===== src/rtl/chaos_pkg.sv =====
// Shared encodings for the chaotic cipher engine: pass modes, FSM states and RAM timing.
package chaos_pkg;

  localparam logic [1:0] MODE_SWAP      = 2'd0;
  localparam logic [1:0] MODE_XOR_CHAIN = 2'd1;
  localparam logic [1:0] MODE_XOR_PLAIN = 2'd2;
  localparam logic [1:0] MODE_RSVD      = 2'd3;

  // Image RAM returns read data this many cycles after the address is presented.
  localparam int RD_LAT = 1;

  typedef enum logic [3:0] {
    ST_IDLE,
    ST_KS,
    ST_RD_I,
    ST_RD_J,
    ST_CAP_J,
    ST_WR_I,
    ST_WR_J,
    ST_X_RD,
    ST_X_CAP,
    ST_X_WR,
    ST_FIN
  } state_t;

endpackage


===== src/rtl/chaos_cipher_engine.sv =====
// Confusion/diffusion pass engine: consumes one key word per image element and
// applies a swap permutation or XOR diffusion in place on a single-port RAM.
module chaos_cipher_engine
  import chaos_pkg::*;
#(
  parameter int DATA_W = 16,
  parameter int ADDR_W = 16,
  parameter int KEY_W  = 16
) (
  input  logic              clk,
  input  logic              reset,
  input  logic              start,
  input  logic [1:0]        mode,
  input  logic              decrypt,
  input  logic [DATA_W-1:0] iv,
  input  logic              ks_valid,
  output logic              ks_ready,
  input  logic [KEY_W-1:0]  ks_data,
  output logic [ADDR_W-1:0] mem_addr,
  output logic              mem_we,
  output logic [DATA_W-1:0] mem_wdata,
  input  logic [DATA_W-1:0] mem_rdata,
  output logic              busy,
  output logic              done,
  output logic              err
);

  localparam logic [ADDR_W:0] LAST_IDX = {1'b0, {ADDR_W{1'b1}}};
  localparam logic [ADDR_W:0] ONE_IDX  = {{ADDR_W{1'b0}}, 1'b1};

  state_t              state_q, state_d;
  logic [ADDR_W:0]     i_q, i_d;
  logic [1:0]          mode_q;
  logic                dec_q;
  logic [KEY_W-1:0]    k_q;
  logic [DATA_W-1:0]   a_q;
  logic [DATA_W-1:0]   chain_q;

  logic                busy_d, done_d, err_d, we_d, ks_ready_d;
  logic [ADDR_W-1:0]   addr_d;
  logic [DATA_W-1:0]   wdata_d;
  logic [DATA_W-1:0]   xor_w;
  logic                swap_dec, last_elem;

  function automatic logic [DATA_W-1:0] xor_word(input logic [DATA_W-1:0] r,
                                                 input logic [DATA_W-1:0] k,
                                                 input logic [DATA_W-1:0] c,
                                                 input logic              chained);
    return chained ? (r ^ k ^ c) : (r ^ k);
  endfunction

  assign xor_w     = xor_word(mem_rdata, k_q[DATA_W-1:0], chain_q, mode_q == MODE_XOR_CHAIN);
  assign swap_dec  = (mode_q == MODE_SWAP) && dec_q;
  assign last_elem = swap_dec ? (i_q == '0) : (i_q == LAST_IDX);

  // Next state and next registered outputs; outputs describe the state being entered.
  always_comb begin
    state_d    = state_q;
    i_d        = i_q;
    busy_d     = busy;
    done_d     = 1'b0;
    err_d      = err;
    we_d       = 1'b0;
    ks_ready_d = 1'b0;
    addr_d     = mem_addr;
    wdata_d    = mem_wdata;
    case (state_q)
      ST_IDLE: begin
        if (start) begin
          err_d = (mode == MODE_RSVD);
          if (mode == MODE_RSVD) begin
            state_d = ST_FIN;
            done_d  = 1'b1;
            busy_d  = 1'b0;
          end else begin
            state_d    = ST_KS;
            busy_d     = 1'b1;
            ks_ready_d = 1'b1;
            i_d        = (mode == MODE_SWAP && decrypt) ? LAST_IDX : '0;
          end
        end
      end
      ST_KS: begin
        if (ks_valid) begin
          state_d = (mode_q == MODE_SWAP) ? ST_RD_I : ST_X_RD;
          addr_d  = i_q[ADDR_W-1:0];
        end else begin
          ks_ready_d = 1'b1;
        end
      end
      ST_RD_I: begin
        state_d = ST_RD_J;
        addr_d  = k_q[ADDR_W-1:0];
      end
      ST_RD_J: state_d = ST_CAP_J;
      ST_CAP_J: begin
        state_d = ST_WR_I;
        addr_d  = i_q[ADDR_W-1:0];
        wdata_d = mem_rdata;
        we_d    = 1'b1;
      end
      ST_WR_I: begin
        state_d = ST_WR_J;
        addr_d  = k_q[ADDR_W-1:0];
        wdata_d = a_q;
        we_d    = 1'b1;
      end
      ST_X_RD: state_d = ST_X_CAP;
      ST_X_CAP: begin
        state_d = ST_X_WR;
        addr_d  = i_q[ADDR_W-1:0];
        wdata_d = xor_w;
        we_d    = 1'b1;
      end
      ST_WR_J, ST_X_WR: begin
        if (last_elem) begin
          state_d = ST_FIN;
          done_d  = 1'b1;
          busy_d  = 1'b0;
        end else begin
          state_d    = ST_KS;
          ks_ready_d = 1'b1;
          i_d        = swap_dec ? (i_q - ONE_IDX) : (i_q + ONE_IDX);
        end
      end
      ST_FIN:  state_d = ST_IDLE;
      default: state_d = ST_IDLE;
    endcase
  end

  always_ff @(posedge clk) begin
    if (reset) begin
      state_q   <= ST_IDLE;
      i_q       <= '0;
      busy      <= 1'b0;
      done      <= 1'b0;
      err       <= 1'b0;
      mem_we    <= 1'b0;
      ks_ready  <= 1'b0;
      mem_addr  <= '0;
      mem_wdata <= '0;
    end else begin
      state_q   <= state_d;
      i_q       <= i_d;
      busy      <= busy_d;
      done      <= done_d;
      err       <= err_d;
      mem_we    <= we_d;
      ks_ready  <= ks_ready_d;
      mem_addr  <= addr_d;
      mem_wdata <= wdata_d;
    end
  end

  // Datapath holds no reset; every register is loaded before it is read in a pass.
  always_ff @(posedge clk) begin
    if (state_q == ST_IDLE && start) begin
      mode_q  <= mode;
      dec_q   <= decrypt;
      chain_q <= iv;
    end
    if (state_q == ST_KS && ks_valid) k_q <= ks_data;
    if (state_q == ST_RD_J) a_q <= mem_rdata;
    // Chain always follows the ciphertext side of the element just processed.
    if (state_q == ST_X_CAP) chain_q <= dec_q ? mem_rdata : xor_w;
  end

endmodule


===== config.mk =====
export PLATFORM = sky130hd
export DESIGN_NAME = chaos_cipher_engine
export DESIGN_NICKNAME = d
export VERILOG_FILES = /design/src/rtl/chaos_pkg.sv /design/src/rtl/chaos_cipher_engine.sv
export SDC_FILE = /design/constraint.sdc
export NUM_CORES = 1
export LEC_CHECK = 0
export CORE_MARGIN = 10
export CORE_UTILIZATION = 30
export CTS_BUF_LIST = sky130_fd_sc_hd__clkbuf_8
export DETAILED_ROUTE_END_ITERATION = 16
export PLACE_DENSITY = 0.59
export SYNTH_ARGS = -nofsm -noshare
export SYNTH_HDL_FRONTEND = slang
export SYNTH_SLANG_ARGS = --single-unit

===== constraint.sdc =====
create_clock -name clk -period 4.4 [get_ports clk]
set_clock_uncertainty 0.15 [all_clocks]
set_input_delay 0.66 -clock clk [delete_from_list [all_inputs] [get_ports clk]]
set_output_delay 0.66 -clock clk [all_outputs]
set_load 0.01 [all_outputs]

* After elaboration in Yosys (flattened, before gate mapping)
Index checks and enable logic that the tools add are counted.
Storage, ports and cells: bits in registers 109, bits of input ports 55, output and inout bits 37, logic and storage cells 89
Cells by class: $add $sub $neg 2, eq/ne operators 17, multiplexer cells 33, bitwise logic cells 2, reduce and logical (&&, ||, !) cells 21
Operators with widths (number):
- two-way mux 16 bit | 6
- case mux 16 bit (3 select lines) | 2
- two-way mux 17 bit | 4
- case mux 4 bit (9 select lines) | 1
- case mux 17 bit (2 select lines) | 1
- XOR 16 bit | 2
- adder 17 x 1 -> 17 bit, second input constant | 1
- == test 17 x 16 -> 1 bit, second input constant | 1
- zero test 17 bit | 1
- subtractor 17 x 1 -> 17 bit, second input constant | 1
- == test 4 x 3 -> 1 bit, second input constant | 4
- two-way mux 4 bit | 4
- two-way mux 1 bit | 11
- inequality test 2 bit, second input constant | 5
- == test 4 x 2 -> 1 bit, second input constant | 2
- == test 4 bit, second input constant | 2
- AND reduction 2 bit | 3
- nonzero test 3 bit | 2
- OR reduction 2 bit | 3
- == test 4 x 1 -> 1 bit, second input constant | 1
- logical AND 1 bit | 4
- zero test 2 bit | 2
- zero test 4 bit | 1
- case mux 1 bit (2 select lines) | 2
- 8 further kinds | 9

* Depth between registers and ports, before layout
Gate-level depths: netlist (run 1).
word-level depth 6, gate-level depth with buffers 11, depth with buffers taken out 9

* Worst setup path before layout (run 1)
No wires, ideal clock.
kind flip-flop to flip-flop, start register mode_q[1], end register i_q[14], data arrival time 2.459 ns, data required time 4.118 ns, path slack 1.660 ns, stages on the path, launching flop included 11, path buffers 1, cells stage by stage edfxtp_1 or3b_2 clkbuf_1 xnor2_1 ha_1 or3_1 nor4_1 a32oi_1 xnor2_1 a21oi_1 nor3_1
Between the ends: longest elaborated chain between the ends 5, elaborated cells between the ends (all ways) 8, those cells by class eq/ne (1); mux (4); reduce/logical (3)
RTL lines:
- start, declared | line chaos_cipher_engine.sv:33 | logic [1:0] mode_q;
- start signal, assigned | line chaos_cipher_engine.sv:158 | mode_q <= mode;
- zero test 2 bit (*) | line chaos_cipher_engine.sv:53 | assign swap_dec = (mode_q == MODE_SWAP) && dec_q;
- logical AND 1 bit (*) | line chaos_cipher_engine.sv:53
- two-way mux 1 bit or two-way mux 17 bit (tied branches) | line chaos_cipher_engine.sv:54, chaos_cipher_engine.sv:123
- inequality test 2 bit (no source line) or two-way mux 17 bit (tied branches)
- AND reduction 4 bit (no source line) or case mux 17 bit (2 select lines) (tied branches)
- end signal, assigned | line chaos_cipher_engine.sv:144 | i_q <= i_d;
- end, declared | line chaos_cipher_engine.sv:32 | logic [ADDR_W:0] i_q, i_d;
Mark *: on every way between the ends. The rest lies on a longest branch, timed or not. The select of a mux whose other input is x is not followed. A chain may end at the register's enable or synchronous reset.

* Final worst setup path (run 1)
start register mode_q[1], end register i_q[12]
The elaborated chain is that of the path after synthesis.

==> metrics, run 1 <==
# hold bufs at CTS=0; post-cts resize count=0; die height=about 160 µm; final setup margin=between 1 and 1.5 ns; Power Dens Cells=just under 600 mW/mm²; footprint of the multi-input gates=about 0.0027 mm²; Iter 0 DRT Violations=259; vias in the first global route=4517; Synth Flop Type=dfxtp_1; DR DRC count=0; Critical Path RT=4.55 ns; crit path launch type=flop; final hold violation count=0; Commonest cells post-synth=nor2_1 (113), a21oi_1 (64), dfxtp_1 (58), edfxtp_1 (51), nand2_1 (36); CP top delay family=simple AND/OR/NAND/NOR gates; Post-Place Setup Slack=about 1.5 ns; hpwl dp=11.7 mm; TritonCTS Buffers=9; critical path's slowest cell=or3b_2; Initial Util=30.4%; status=completed; first-pass iteration count of the detailed router=4; filler cell count=approximately 1900; CP Capture Type=flop; top-area cell type share of the netlist area=27.0%; Final #Nets=740; largest buffer count on any clock path=2; worst skew pair latency=0.40 ns; Seq cells post-synth=about 110; die area=~0.025 mm²; fraction of layout cells with a size suffix above 1=7.40%; Hold Path Class=reg -> reg; # IOs=around 90; worst path arrival time=between 3 and 4 ns; final antenna-violating net count=0; Post-CTS Setup Repair Bufs=0; WL final=roughly 16 mm; Fmax achieved=between 300 and 400 MHz; RD Place Congestion=0.867; storage element area=0.00269 mm²; YS warnings=0; leakage=about 2.3 nW; Post-Syn Instances=618; clk slew on worst S/H paths=approximately 0.1 ns; endpoints failing setup=0; Final min period=2.95 ns; Sink Count=109; Synth async-reset ratio=0%; placed instance area=0.00675 mm²; global-route wire length before repair=25.4 mm; Mapped Nets=~670; Largest stage delay, worst path=a little over 0.6 ns; fin. max-slew vios=0; Slew HR=around two fifths; H-Tree Depth=3; via/cell ratio=5.16; vias=4760; CTS tree=yes; Buf/Inv on CP=0; largest net degree at the start of global routing=52; Final Power=between 0.004 and 0.005 W; Cell Rows=50; Avg Inst Size Synth=approximately 9.2 µm²; Area contributors post-synth=edfxtp_1 (27%), dfxtp_1 (20%), nor2_1 (7.5%); Tot GR Track Use=13.0%; crit-path cells=or3b_2 > xnor2_1 > ha_1 > or3_1 > nor4_1 > nand2b_1 > o211ai_1 > a221oi_1; register area share after synthesis=47.5%; RSZ-0062 raised after global routing=no; EDFF count, synth=a little over 50; Buffers on Ports=91; Root Buffer=clkbuf_8; VDD IR-drop max=0.000209 V; Mapped Area=0.00567 mm²; drt wl/cell=approximately 18 µm; most frequent cell after synthesis=nor2_1; post-route cell area=between 0.006 and 0.007 mm²; core area=0.0186 mm²; largest area contributor in the netlist=edfxtp_1; period utilization=around two thirds; P&R area growth vs syn=22.5%; Die W=157 µm; Crit Path Max Fanout=8; setup TNS=0 ns; worst-margin pin slew=around 0.9 ns; total of max-cap violations=0; GR Overflow Total=0; initial antenna violation count=0; synth unique cells=57; # diodes=0; WS Path Type=reg -> reg
-- worst min-delay path, stage by stage, from the launching register on --
cell,delay (ns)
dfxtp_1,0.33
nand2_1,0.05
a21oi_1,0.05
-- layer usage --
metal  vias to the layer above  global-route usage [%]  wire [µm]
met2                       118                    20.2       7590
met1                      2268                    17.5       7740
met3                        16                    3.63        914
li1                       2358                       -          -
met5                         -                       0          0
met4                         0                    3.16        215
-- final timing paths --
kind | startpoint | end | slack, ns | cells after the start
worst min register to register | err$_SDFFE_PP0P_ | err$_SDFFE_PP0P_ | 0.32 | 2
worst max-delay path | mode_q[1]$_DFFE_PP_ | i_q[12]$_SDFFE_PP0P_ | 1.45 | 8
worst min-delay path | err$_SDFFE_PP0P_ | err$_SDFFE_PP0P_ | 0.32 | 2
worst max register to register | mode_q[1]$_DFFE_PP_ | i_q[12]$_SDFFE_PP0P_ | 1.45 | 8
-- cell type report --
cell class	count	area share, %
flip-flops and latches	109	38.8
clock buffers	9	1.78
clock inverters	7	1.06
well taps	234	4.22
inverters	10	0.541
repair buffers	102	14.2
multi-input cells	452	39.4
-- cell families (layout without fill, tap and decap cells) --
family / Yosys count / after routing / synth area share (%)
compound gates: 155 / 155 / 18.2
xor+xnor: 35 / 35 / 5.41
fa+ha+maj: 1 / 1 / 0.221
buf+inv: 57 / 128 / 4.61
flops: 109 / 109 / 47.5
mux: 18 / 18 / 3.22
simple gates: 243 / 243 / 20.8
-- cell usage in the layout, fill, tap and decap left out, types with 17 or more instances in the layout --
cell,netlist,routed
nor2_1,113,112
clkdlybuf4s50_1,0,90
a21oi_1,64,64
dfxtp_1,58,58
edfxtp_1,51,51
nand2_1,36,36
xnor2_1,35,35
nand2b_1,21,21
a221oi_1,21,21
a211oi_1,20,20
nor3_1,19,17
-- where the power goes --
| group | total [W] | leakage (nW) | switching [W] | internal, W |
|---|---|---|---|---|
| registers | 0.00168 | 0.943 | 0.000317 | 0.00136 |
| clock network | 0.000638 | 0.102 | 0.000371 | 0.000267 |
| logic | 0.00181 | 1.21 | 0.00102 | 0.000790 |
| total | 0.00412 | 2.26 | 0.00170 | 0.00242 |
-- flip-flops by register name, indices dropped and copies added, names as in the netlist, 2 cells and up --
signal     cells
i_q           17
a_q           16
chain_q       16
k_q           16
mem_addr      16
mem_wdata     16
state_q        4
mode_q         2
-- metrics by stage --
| stage | util, % | hold WS (ns) | cells |
|---|---|---|---|
| after floorplan | - | 0.331 | 618 |
| after global placement | 36.2 | 0.315 | 907 |
| after detailed placement | 36.2 | 0.315 | 907 |
| after CTS | 37.2 | 0.330 | 923 |
| after global routing | 37.2 | 0.369 | 923 |
| final | 37.2 | 0.321 | 923 |
Note: power is estimated with default switching activity, not from simulation.
==> inputs of run 2 (changes only) <==
==> constraint.sdc (replaced) <==
create_clock -name clk -period 3 [get_ports clk]
set_clock_uncertainty 0.15 [all_clocks]
set_input_delay 0.45 -clock clk [delete_from_list [all_inputs] [get_ports clk]]
set_output_delay 0.45 -clock clk [all_outputs]
set_load 0.01 [all_outputs]
==> metrics, run 2 (synthesized netlist as in run 1, its figures left out) <==
TritonCTS Buffers=9; hpwl dp=between 10 and 15 mm; Largest Register=i_q; Hold Crit Start=err$_SDFFE_PP0P_; Final #Nets=761; Largest stage delay, worst path=about 0.50 ns; Die W=around 160 µm; Crit. Startpoint=dec_q$_DFFE_PP_; Inst Count DP=just over 900; vias=around 4900; Cell Rows=50; Iter 0 DRT Violations=269; Final min period=~2.6 ns; # hold bufs at CTS=0; setup TNS=0 ns; initial antenna violation count=0; Post-CTS Setup Repair Bufs=0; fraction of layout cells with a size suffix above 1=roughly 9.9%; crit path launch type=flop; fin. max-slew vios=0; Hold Path Class=reg -> reg; Slew HR=a little under three fifths; crit-path cells=or3b_2 > xnor2_1 > ha_1 > or3_1 > nor4_1 > nand2b_1 > o211ai_1 > a221oi_1; largest buffer count on any clock path=2; # diodes=0; VDD IR-drop max=around 0.00030 V; Power Dens Cells=around 900 mW/mm²; GR Overflow Total=0; Root Buffer=clkbuf_8; Sink Count=between 100 and 150; final antenna-violating net count=0; via/cell ratio=a little over 5; RSZ-0062 raised after global routing=no; post-cts resize count=0; Buffers on Ports=91; Fmax achieved=around 380 MHz; origin of the critical flop-to-flop path=dec_q$_DFFE_PP_; die height=157 µm; worst skew pair latency=slightly below 0.4 ns; Largest register FFs=17; leakage=between 2 and 2.5 nW; Crit Path Max Fanout=5; die area=0.0248 mm²; largest net degree at the start of global routing=50; WS Path Type=reg -> reg; global-route wire length before repair=~26 mm; final cell count without fillers=roughly 940; worst path arrival time=2.77 ns; CTS tree=yes; RD Place Congestion=a little over 0.9; final core utilization=38.2%; endpoints failing setup=0; CP Capture Type=flop; commonest non-fill, non-tap cell in the layout=nor2_1; worst-margin pin slew=~0.66 ns; worst reg-to-reg path cell count=8; first-pass iteration count of the detailed router=5; period utilization=a little under 90%; DR DRC count=0; status=completed; placed instance area=between 0.006 and 0.007 mm²; final hold violation count=0; Initial Util=a little under a third; vias in the first global route=between 4000 and 5000; core area=0.0186 mm²; Critical Path RT=~3.2 ns; P&R area growth vs syn=25.4%; Final Power=roughly 0.0063 W; total of max-cap violations=0; WL final=16.8 mm; most frequent cells in the layout=nor2_1 (112), clkdlybuf4s50_1 (90), a21oi_1 (64); drt wl/cell=17.8 µm; critical path's slowest cell=or3b_2; Tot GR Track Use=a little over an eighth; hold path cells=2; clk slew on worst S/H paths=approximately 0.1 ns; # IOs=92; post-route cell area=around 0.0071 mm²; H-Tree Depth=3
run 2: changes by cell type in the layout (fill, tap and decap cells not counted):
cell,change
buf_12,+2
buf_4,+19
clkinv_1,+1
clkinv_2,-1
clkinv_4,-1
clkinvlp_4,+1
inv_1,+1
inv_6,-1
nor3_2,+1
nor3_4,-1
run 2: critical path, delay by kind of cell (launching register included):
| family | cells | cell delay, ns |
|---|---|---|
| AO/OA/AOI/OAI | 2 | 0.33 |
| XOR/XNOR | 1 | 0.15 |
| adder cells (fa/ha/maj) | 1 | 0.20 |
| flip-flops | 1 | 0.41 |
| AND/OR/NAND/NOR | 4 | 1.30 |
run 2: layout make-up:
type	count	area, µm²
clock buffers	9	124
repair buffers	123	1170
multi-input cells	452	2730
well taps	234	293
flip-flops and latches	109	2690
inverters	10	37.5
clock inverters	7	66.3
fillers	1932	11500
run 2: path summary, 6_finish.rpt:
path	to	slack, ns
worst max-delay path	i_q[12]$_SDFFE_PP0P_	0.38
worst min register to register	err$_SDFFE_PP0P_	0.32
worst min-delay path	err$_SDFFE_PP0P_	0.32
worst max register to register	i_q[12]$_SDFFE_PP0P_	0.38
run 2: per-stage QoR:
stage | hold WS (ns) | setup slack (ns)
global placement | 0.310 | 0.401
CTS | 0.323 | 0.359
detailed placement | 0.308 | 0.326
floorplan | 0.331 | 0.260
finish | 0.318 | 0.381
global route | 0.341 | 0.190
run 2: power breakdown:
part	total [W]	internal (W)	switching, W
Combinational	0.00299	0.00133	0.00166
Clock	0.000910	0.000383	0.000528
Sequential	0.00235	0.00200	0.000353
run 2: metal layers:
metal  GRT usage (%)  wire (µm)
met5               0          0
met4            3.12        168
met3            3.74       1140
met2            21.3       7910
met1            17.9       7620
==> inputs of run 3 (changes only) <==
--- a/config.mk
+++ b/config.mk
@@ -7,7 +7,7 @@
 export LEC_CHECK = 0
 export CORE_MARGIN = 10
 export CORE_UTILIZATION = 30
-export CTS_BUF_LIST = sky130_fd_sc_hd__clkbuf_8
+export CTS_BUF_LIST = sky130_fd_sc_hd__clkbuf_2
 export DETAILED_ROUTE_END_ITERATION = 16
 export PLACE_DENSITY = 0.59
 export SYNTH_ARGS = -nofsm -noshare
==> constraint.sdc (replaced) <==
create_clock -name clk -period 2.9 [get_ports clk]
set_clock_uncertainty 0.15 [all_clocks]
set_input_delay 0.435 -clock clk [delete_from_list [all_inputs] [get_ports clk]]
set_output_delay 0.435 -clock clk [all_outputs]
set_load 0.01 [all_outputs]
==> metrics, run 3 (synthesized netlist as in run 1, its figures left out) <==
status=completed; Crit Path Max Fanout=5; period utilization=roughly 93%; TritonCTS Buffers=9; Final Power=around 0.0062 W; Slew HR=between 50 and 60%; CP Capture Type=flop; largest buffer count on any clock path=2; Iter 0 DRT Violations=~270; final antenna-violating net count=0; hpwl dp=12.4 mm; largest net degree at the start of global routing=50; storage element area=0.00269 mm²; R2R setup slack=approximately 0.19 ns; most frequent cells in the layout=nor2_1 (112), clkdlybuf4s50_1 (90), a21oi_1 (64); global-route wire length before repair=26.6 mm; Fmax achieved=369 MHz; worst-margin pin slew=roughly 0.72 ns; Largest register FFs=17; Sink Count=approximately 110; GR Overflow Total=0; die height=around 160 µm; # IOs=92; DR DRC count=0; vias in the first global route=between 4000 and 5000; footprint of the multi-input gates=between 0.002 and 0.003 mm²; via/cell ratio=around 5.1; setup TNS=0 ns; fraction of layout cells with a size suffix above 1=between 10% and 20%; vias=~4800; met1 Use GR=~18%; GR peak layer=met2; WL final=between 15 and 20 mm; leakage=2.35 nW; first-pass iteration count of the detailed router=5; Final #Nets=approximately 760; total of max-cap violations=0; CTS tree=yes; clk slew on worst S/H paths=0.30 ns; crit path launch type=flop; core area=between 0.015 and 0.02 mm²; # hold bufs at CTS=0; filler cell count=approximately 1900; Power Dens Cells=between 800 and 900 mW/mm²; fin. max-slew vios=0; H-Tree Depth=3; worst skew pair latency=roughly 0.63 ns; Buffers on Ports=a little over 90; Cell Rows=50; met2 usage=21.4%; RSZ-0062 raised after global routing=no; drt wl/cell=between 15 and 20 µm; Post-CTS Setup Repair Bufs=0; endpoints failing setup=0; RD Place Congestion=around 0.9; Tot GR Track Use=about 14%; post-cts resize count=0; Root Buffer=clkbuf_2; final hold violation count=0; commonest non-fill, non-tap cell in the layout=nor2_1; Largest Register=i_q; P&R area growth vs syn=24.1%; WS Path Type=reg -> reg; Hold Path Class=in -> reg; Die W=roughly 160 µm; VDD IR-drop max=0.000348 V; initial antenna violation count=1; Initial Util=a little under a third; worst path arrival time=3.13 ns; Final min period=about 2.7 ns; die area=around 0.025 mm²; met3 Usage GRT=roughly 3.3%; Critical Path RT=3.32 ns
==> run 3: changes by cell type in the layout (fill, tap and decap cells not counted), sizes merged <==
| cell | change |
|---|---|
| buf | +1 |
| clkbuf | +1 |
| clkinv | +1 |
| diode | +1 |
| inv | -2 |
==> run 3: metrics by stage <==
step	util (%)	area, µm²	worst slack, ns	hold WS (ns)	std cells
final	37.8	7040	0.190	0.0778	946
after global routing	37.8	7040	0.0174	0.0243	946
after CTS	37.7	7040	0.206	0.0125	945
after detailed placement	37.2	6930	0.147	0.319	929
after global placement	37.2	6930	0.259	0.314	929
after floorplan	-	5670	0.160	0.331	618
==> run 3: per-layer routing <==
metal  up-vias  part of all wire [%]  wire length (µm)
met5         -                     0                 0
met4         0                   1.3               225
met3        16                   5.2               893
met2       129                    46              7890
met1      2290                    47              8050
li1       2407                     -                 -
==> run 3: critical path, stage by stage (launching register included) <==
cell	delay (ns)
edfxtp_1	0.45
or3b_2	0.52
xnor2_1	0.15
ha_1	0.22
or3_1	0.36
nor4_1	0.25
nand2b_1	0.19
o211ai_1	0.09
a221oi_1	0.26
==> run 3: cell type report <==
type	count	share of cell area, %
well taps	234	4.16
multi-input cells	452	38.8
inverters	10	0.533
repair buffers	124	16.7
clock inverters	6	0.782
flip-flops and latches	109	38.3
clock buffers	10	0.711
diodes	1	0.0356
==> run 3: report_power, final <==
part / internal (W) / switching, W
Combinational: 0.00135 / 0.00174
Clock: 0.000194 / 0.000504
Sequential: 0.00206 / 0.000336
Total: 0.00361 / 0.00258
==> run 3: path summary, 6_finish.rpt <==
| check | from | endpoint | cells past startpoint |
|---|---|---|---|
| hold / removal | reset | done$_SDFF_PP0_ | 2 |
| setup reg to reg | mode_q[1]$_DFFE_PP_ | i_q[12]$_SDFFE_PP0P_ | 8 |
| hold reg to reg | err$_SDFFE_PP0P_ | err$_SDFFE_PP0P_ | 2 |
| setup / recovery | mode_q[1]$_DFFE_PP_ | i_q[12]$_SDFFE_PP0P_ | 8 |
